### config.mk
export PLATFORM = sky130hd
export DESIGN_NAME = pll_rst_seq
export DESIGN_NICKNAME = d
export VERILOG_FILES = /design/src/rtl/pll_rst_seq_pkg.sv /design/src/rtl/pll_lock_sync.sv /design/src/rtl/pll_rst_seq.sv
export SDC_FILE = /design/constraint.sdc
export NUM_CORES = 1
export LEC_CHECK = 0
export ABC_CLOCK_PERIOD_IN_PS = 2500
export CAP_MARGIN = 20
export CORE_UTILIZATION = 53
export DETAILED_ROUTE_END_ITERATION = 7
export PLACE_DENSITY = 0.84
export SLEW_MARGIN = 5
export SYNTH_ARGS = -nofsm -noshare
export SYNTH_HDL_FRONTEND = slang
export SYNTH_SLANG_ARGS = --single-unit
export TNS_END_PERCENT = 50
### constraint.sdc
create_clock -name CLK -period 2.5 [get_ports CLK]
set_input_delay 0.375 -clock CLK [delete_from_list [all_inputs] [get_ports CLK]]
set_output_delay 0.375 -clock CLK [all_outputs]
set_load 0.02 [all_outputs]
### src/rtl/pll_rst_seq_pkg.sv
// Shared types and helpers for the PLL reset/lock sequencer.
// Holds the state encoding, the registered output bundle and the counter-width helpers.
package pll_rst_seq_pkg;

  typedef enum logic [2:0] {
    ST_RESET     = 3'd0,
    ST_WAIT_LOCK = 3'd1,
    ST_STABLE    = 3'd2,
    ST_RUN       = 3'd3,
    ST_PWRDN     = 3'd4
  } state_e;

  localparam int RELOCK_W = 8;

  typedef struct packed {
    logic pll_rst;
    logic pll_pwrdwn;
    logic rst_out;
    logic ready;
  } out_t;

  // Bits needed to count 0..n-1, never less than one bit.
  function automatic int cnt_width(input int n);
    return (n > 1) ? $clog2(n) : 1;
  endfunction

  function automatic int phase_width(input int pulse, input int stable);
    return cnt_width((pulse > stable) ? pulse : stable);
  endfunction

  function automatic out_t decode(input state_e s);
    out_t o;
    o = '{pll_rst: 1'b1, pll_pwrdwn: 1'b0, rst_out: 1'b1, ready: 1'b0};
    case (s)
      ST_RESET:     o = '{pll_rst: 1'b1, pll_pwrdwn: 1'b0, rst_out: 1'b1, ready: 1'b0};
      ST_WAIT_LOCK: o = '{pll_rst: 1'b0, pll_pwrdwn: 1'b0, rst_out: 1'b1, ready: 1'b0};
      ST_STABLE:    o = '{pll_rst: 1'b0, pll_pwrdwn: 1'b0, rst_out: 1'b1, ready: 1'b0};
      ST_RUN:       o = '{pll_rst: 1'b0, pll_pwrdwn: 1'b0, rst_out: 1'b0, ready: 1'b1};
      ST_PWRDN:     o = '{pll_rst: 1'b1, pll_pwrdwn: 1'b1, rst_out: 1'b1, ready: 1'b0};
      default:      o = '{pll_rst: 1'b1, pll_pwrdwn: 1'b0, rst_out: 1'b1, ready: 1'b0};
    endcase
    return o;
  endfunction

endpackage

### src/rtl/pll_lock_sync.sv
// Multi-flop synchronizer bringing the asynchronous PLL LOCKED into the reference clock domain.
module pll_lock_sync #(
  parameter int SYNC_STAGES = 2
) (
  input  logic i_clk,
  input  logic i_async,
  output logic o_sync
);

  // NOTE: no reset on the synchronizer chain; it carries no state that matters
  // and a reset here would only add a timing arc into the metastability flops.
  (* ASYNC_REG = "TRUE" *) logic [SYNC_STAGES-1:0] r_sync;

  always_ff @(posedge i_clk) begin
    r_sync <= {r_sync[SYNC_STAGES-2:0], i_async};
  end

  assign o_sync = r_sync[SYNC_STAGES-1];

endmodule

### src/rtl/pll_rst_seq.sv
// Reset/lock sequencer for a PLL: pulses PLL RST, waits for stable lock, then
// releases downstream reset; re-pulses on lock loss or acquisition timeout.
module pll_rst_seq
  import pll_rst_seq_pkg::*;
#(
  parameter int RST_PULSE_CYCLES    = 16,
  parameter int LOCK_STABLE_CYCLES  = 1024,
  parameter int LOCK_TIMEOUT_CYCLES = 65536,
  parameter int SYNC_STAGES         = 2
) (
  input  logic                CLK,
  input  logic                RST,
  input  logic                LOCKED_IN,
  input  logic                PWRDWN_REQ,
  output logic                PLL_RST,
  output logic                PLL_PWRDWN,
  output logic                RST_OUT,
  output logic                READY,
  output logic                TIMEOUT,
  output logic [RELOCK_W-1:0] RELOCK_CNT
);

  localparam int PW = phase_width(RST_PULSE_CYCLES, LOCK_STABLE_CYCLES);
  localparam int TW = cnt_width(LOCK_TIMEOUT_CYCLES);

  localparam logic [PW-1:0] PULSE_LAST  = PW'(RST_PULSE_CYCLES - 1);
  localparam logic [PW-1:0] STABLE_LAST = PW'(LOCK_STABLE_CYCLES - 1);
  localparam logic [TW-1:0] TMO_LAST    = TW'(LOCK_TIMEOUT_CYCLES - 1);

  if (RST_PULSE_CYCLES < 1) begin : g_bad_pulse
    $error("pll_rst_seq: RST_PULSE_CYCLES must be >= 1");
  end
  if (LOCK_STABLE_CYCLES < 1) begin : g_bad_stable
    $error("pll_rst_seq: LOCK_STABLE_CYCLES must be >= 1");
  end
  if (LOCK_TIMEOUT_CYCLES <= LOCK_STABLE_CYCLES) begin : g_bad_timeout
    $error("pll_rst_seq: LOCK_TIMEOUT_CYCLES must exceed LOCK_STABLE_CYCLES");
  end
  if (SYNC_STAGES < 2) begin : g_bad_sync
    $error("pll_rst_seq: SYNC_STAGES must be >= 2");
  end

  logic                w_lock_s;
  state_e              r_state,      w_state_nxt;
  logic [PW-1:0]       r_phase_cnt,  w_phase_nxt;
  logic [TW-1:0]       r_tmo_cnt,    w_tmo_nxt;
  logic                r_timeout,    w_timeout_nxt;
  logic [RELOCK_W-1:0] r_relock_cnt, w_relock_nxt;
  out_t                r_out,        w_out_nxt;

  pll_lock_sync #(
    .SYNC_STAGES(SYNC_STAGES)
  ) u_lock_sync (
    .i_clk   (CLK),
    .i_async (LOCKED_IN),
    .o_sync  (w_lock_s)
  );

  // NOTE: every signal driven here gets a default first, so no path can leave
  // one unassigned and infer a latch.
  always_comb begin
    w_state_nxt   = r_state;
    w_phase_nxt   = r_phase_cnt;
    w_tmo_nxt     = r_tmo_cnt;
    w_timeout_nxt = r_timeout;
    w_relock_nxt  = r_relock_cnt;

    if (PWRDWN_REQ) begin
      w_state_nxt = ST_PWRDN;
      w_phase_nxt = '0;
      w_tmo_nxt   = '0;
    end else begin
      case (r_state)
        ST_RESET: begin
          if (r_phase_cnt == PULSE_LAST) begin
            w_state_nxt = ST_WAIT_LOCK;
            w_phase_nxt = '0;
          end else begin
            w_phase_nxt = r_phase_cnt + 1'b1;
          end
        end
        ST_WAIT_LOCK: begin
          if (r_tmo_cnt == TMO_LAST) begin
            w_state_nxt   = ST_RESET;
            w_phase_nxt   = '0;
            w_tmo_nxt     = '0;
            w_timeout_nxt = 1'b1;
          end else begin
            w_tmo_nxt = r_tmo_cnt + 1'b1;
            if (w_lock_s) begin
              w_state_nxt = ST_STABLE;
              w_phase_nxt = '0;
            end
          end
        end
        ST_STABLE: begin
          // Timeout outranks the release to RUN on the same cycle.
          if (r_tmo_cnt == TMO_LAST) begin
            w_state_nxt   = ST_RESET;
            w_phase_nxt   = '0;
            w_tmo_nxt     = '0;
            w_timeout_nxt = 1'b1;
          end else begin
            w_tmo_nxt = r_tmo_cnt + 1'b1;
            if (!w_lock_s) begin
              w_state_nxt = ST_WAIT_LOCK;
              w_phase_nxt = '0;
            end else if (r_phase_cnt == STABLE_LAST) begin
              w_state_nxt = ST_RUN;
            end else begin
              w_phase_nxt = r_phase_cnt + 1'b1;
            end
          end
        end
        ST_RUN: begin
          if (!w_lock_s) begin
            w_state_nxt = ST_RESET;
            w_phase_nxt = '0;
            w_tmo_nxt   = '0;
            if (r_relock_cnt != '1) begin
              w_relock_nxt = r_relock_cnt + 1'b1;
            end
          end
        end
        ST_PWRDN: begin
          w_state_nxt = ST_RESET;
          w_phase_nxt = '0;
          w_tmo_nxt   = '0;
        end
        default: begin
          w_state_nxt = ST_RESET;
          w_phase_nxt = '0;
          w_tmo_nxt   = '0;
        end
      endcase
    end

    w_out_nxt = decode(w_state_nxt);
  end

  // Outputs are decoded from the next state so they move on the same edge as the state.
  always_ff @(posedge CLK) begin
    if (RST) begin
      r_state      <= ST_RESET;
      r_phase_cnt  <= '0;
      r_tmo_cnt    <= '0;
      r_timeout    <= 1'b0;
      r_relock_cnt <= '0;
      r_out        <= decode(ST_RESET);
    end else begin
      r_state      <= w_state_nxt;
      r_phase_cnt  <= w_phase_nxt;
      r_tmo_cnt    <= w_tmo_nxt;
      r_timeout    <= w_timeout_nxt;
      r_relock_cnt <= w_relock_nxt;
      r_out        <= w_out_nxt;
    end
  end

  assign PLL_RST    = r_out.pll_rst;
  assign PLL_PWRDWN = r_out.pll_pwrdwn;
  assign RST_OUT    = r_out.rst_out;
  assign READY      = r_out.ready;
  assign TIMEOUT    = r_timeout;
  assign RELOCK_CNT = r_relock_cnt;

endmodule

==> key figures <==
Drt
  • Number of DRC violations after detailed-routing iteration 0: between 150 and 200
  • Via count: approximately 1,800
  • TritonRoute pass-1 iters: 4
  • DRC violations left: 0
  • Post-detailed-route via-to-cell ratio: about 5.7
  • Final wirelength: roughly 4200 microns
  • ANT nets after route: 0
  • WL/cell: between 10 and 15 microns

Worst setup path
  • Crit path max-delay cell type: dfxtp_1
  • Reg2Reg Depth: 7
  • CP arrival: 2360 ps
  • CP Launch Type: register
  • R2R Setup Slk: ~330 ps
  • Critical path, cell by cell: ha_1 > and3_1 > nand4_1 > a211oi_1 > o32ai_1 > nor4_2 > inv_1
  • Crit Path Class: register to register
  • Crit end category: register
  • Crit path max fanout: 7
  • Worst r2r src: r_phase_cnt[0]
  • Max stage delay on crit path: 410 ps
  • Critical Path RT: 2690 ps
  • R2R Path End: RST_OUT

Floorplan
  • Die width: roughly 66 microns
  • Top-Level Pins: 17
  • Floorplan Core Area: roughly 3800 sq um
  • Die H: roughly 66 microns
  • Initial Utilization: 0.571
  • Die area: 4320 sq um
  • FP Rows: 22

Synthesis
  • Top-count cell post-synth: dfxtp_1
  • Synthesized flop and latch total: 44
  • Yosys top cell area share: 0.409
  • Synth cell types: 53
  • Avg Inst Size Synth: 8.71 sq um
  • EDFF count, synth: 0
  • Sequential fraction of the synthesis area: 0.409
  • Post-synth ARST share: 0
  • Top cells by count, synth: dfxtp_1, nor2_1, nand2_1, nand3_1
  • Post-synth top area cell: dfxtp_1
  • Post-synth top flop: dfxtp_1
  • Synthesized instance count: about 250
  • Yosys warns: 0
  • Syn_nets: 254
  • Cell area after synthesis: between 2000 and 2500 sq um
  • Area contributors post-synth: dfxtp_1, nor2_1, xor2_1

STA
  • Slew HR: 0.620
  • Actual slew at the worst max-slew pin: about 570 ps
  • # setup viols final: 0
  • Final hold vios: 0
  • Min Clock Period, post-route: about 2200 ps
  • RSZ-0062 raised after global routing: false
  • Setup TNS: 0 ps
  • Final Max Slew Viols: 0
  • Fmax achieved: 0.462 GHz
  • Final clock skew: between 6 and 7 ps
  • Final Cycle Share: 0.866
  • Post-route setup slack: between 300 and 400 ps

Flow run
  • Total of max-cap violations: 0

Clock network
  • Post-CTS resize count: 0
  • CTS Buffer Depth: 2
  • Total CTS buffers: 5
  • H-tree levels: 2
  • Clock transition at path regs: about 90 ps
  • Post-cts hold buffer count: 0
  • Clk Latency, worst-skew pair: ~300 ps
  • Clk root buf: clkbuf_8
  • TritonCTS Sinks: 44
  • Post-CTS Repair Setup Buffers: 0
  • CTS tree: yes

Power
  • Pwr Density: roughly 530 nW/um^2
  • Leakage power: 0.848 nW
  • Worst VDD drop: between 0.4 and 0.5 mV
  • Power Total: roughly 1.3 mW

Finish
  • Fill cells: between 200 and 300
  • Ratio of cells with drive above 1 in the final layout: 0.0943
  • ANT cells: 0
  • Final Util: 0.651
  • Area of the multi-input gates: approximately 1200 sq um
  • FF/Latch Area: ~880 sq um
  • Net count, final: 271
  • Synth-to-Final Area Change: 14.1%

Global route
  • Overall Global Routing Usage: 0.217
  • Vias in the first global route: between 1,500 and 2,000
  • First-pass GRT wire length: ~7000 microns
  • Overflow after GRT: 0
  • Largest net degree at the start of global routing: 15
  • Initial antenna violation count: 0

Place
  • Final GP Congestion: ~0.87
  • Port bufs: 16
  • Post-place setup slack: about 160 ps
  • Final HPWL DP: ~3000 microns

Min path
  • Min-Delay Path Depth: 0
  • Worst min-delay path class: register to register
  • Hold_sp: u_lock_sync.r_sync[0]
  • Worst Hold End: u_lock_sync.r_sync[1]

Status
  • Outcome: finished clean
cell type report:
class                      count  area share
multi-input combinational    191       0.491
clock buffer                   5      0.0280
sequential                    44       0.359
timing repair buffer          20      0.0774
tap                           48      0.0245
clock inverter                 3      0.0173
inverter                       2     0.00306
kinds of logic after synthesis:
family          share of synthesized area
buf+inv                            0.0302
simple gates                        0.316
compound gates                      0.144
flops                               0.409
fa+ha+maj                          0.0174
xor+xnor                           0.0692
mux                                0.0140
per-stage QoR:
step / instances / hold WS [ps] / cell area [sq um]
2_1_floorplan: 247 / 310 / 2150
3_3_place_gp: 305 / 312 / 2340
3_5_place_dp: 305 / 315 / 2340
4_1_cts: 313 / 336 / 2460
5_1_grt: 313 / 349 / 2460
6_report: 313 / 335 / 2460
worst max-delay path: cells and delay by family, from the launching register on:
kind            cells  cell delay [ps]
compound gates      2              490
fa+ha+maj           1              230
buf+inv             1               60
flops               1              410
simple gates        3              870
per-layer routing:
metal  wire (microns)  track usage
met1             2080        0.287
met2             1910        0.320
met3              134       0.0608
met4               99        0.106
met5                0            0
cells in the final DEF (no fill, tap or decap), types with 3 or more instances in the layout:
master / netlist / layout
and4_1: 3 / 3
clkbuf_8: 0 / 5
nand2_1: 19 / 19
o31ai_1: 3 / 3
xnor2_1: 7 / 7
or3_1: 3 / 3
dfxtp_1: 44 / 44
xor2_1: 10 / 10
ha_1: 3 / 3
nand4_1: 7 / 7
nor3_1: 7 / 7
o211ai_1: 6 / 6
nor2_1: 39 / 39
nor2b_1: 4 / 4
buf_4: 2 / 4
a21oi_1: 10 / 10
nand3_1: 14 / 14
clkdlybuf4s50_1: 0 / 16
nand2b_1: 3 / 3
mux2i_1: 3 / 3
and3_1: 4 / 4
o21ai_0: 6 / 6
o21ai_1: 4 / 4
how the worst max path moves through the flow:
stage	slack [ps]	from	cells after the start	to
5_1_grt	140	r_phase_cnt[0]	7	RST_OUT
3_5_place_dp	160	PWRDWN_REQ	6	RELOCK_CNT[7]
4_1_cts	350	r_phase_cnt[0]	7	RST_OUT
3_3_place_gp	330	PWRDWN_REQ	6	RELOCK_CNT[7]
2_1_floorplan	540	r_phase_cnt[5]	6	r_phase_cnt[3]
6_report	330	r_phase_cnt[0]	7	RST_OUT
power by group:
group / switching, mW / internal (mW) / leakage (nW)
Clock: 0.250 / 0.296 / 0.0541
Sequential: 0.00655 / 0.705 / 0.356
Combinational: 0.0220 / 0.0180 / 0.438
Total: 0.279 / 1.02 / 0.848
flip-flops by register name, indices dropped and copies added (netlist names):
name	flops
PLL_PWRDWN	1
PLL_RST	1
READY	1
RELOCK_CNT	8
RST_OUT	1
TIMEOUT	1
r_phase_cnt	10
r_state	3
r_tmo_cnt	16
u_lock_sync.r_sync	2
No activity file was read; power rests on OpenSTA's default activity.
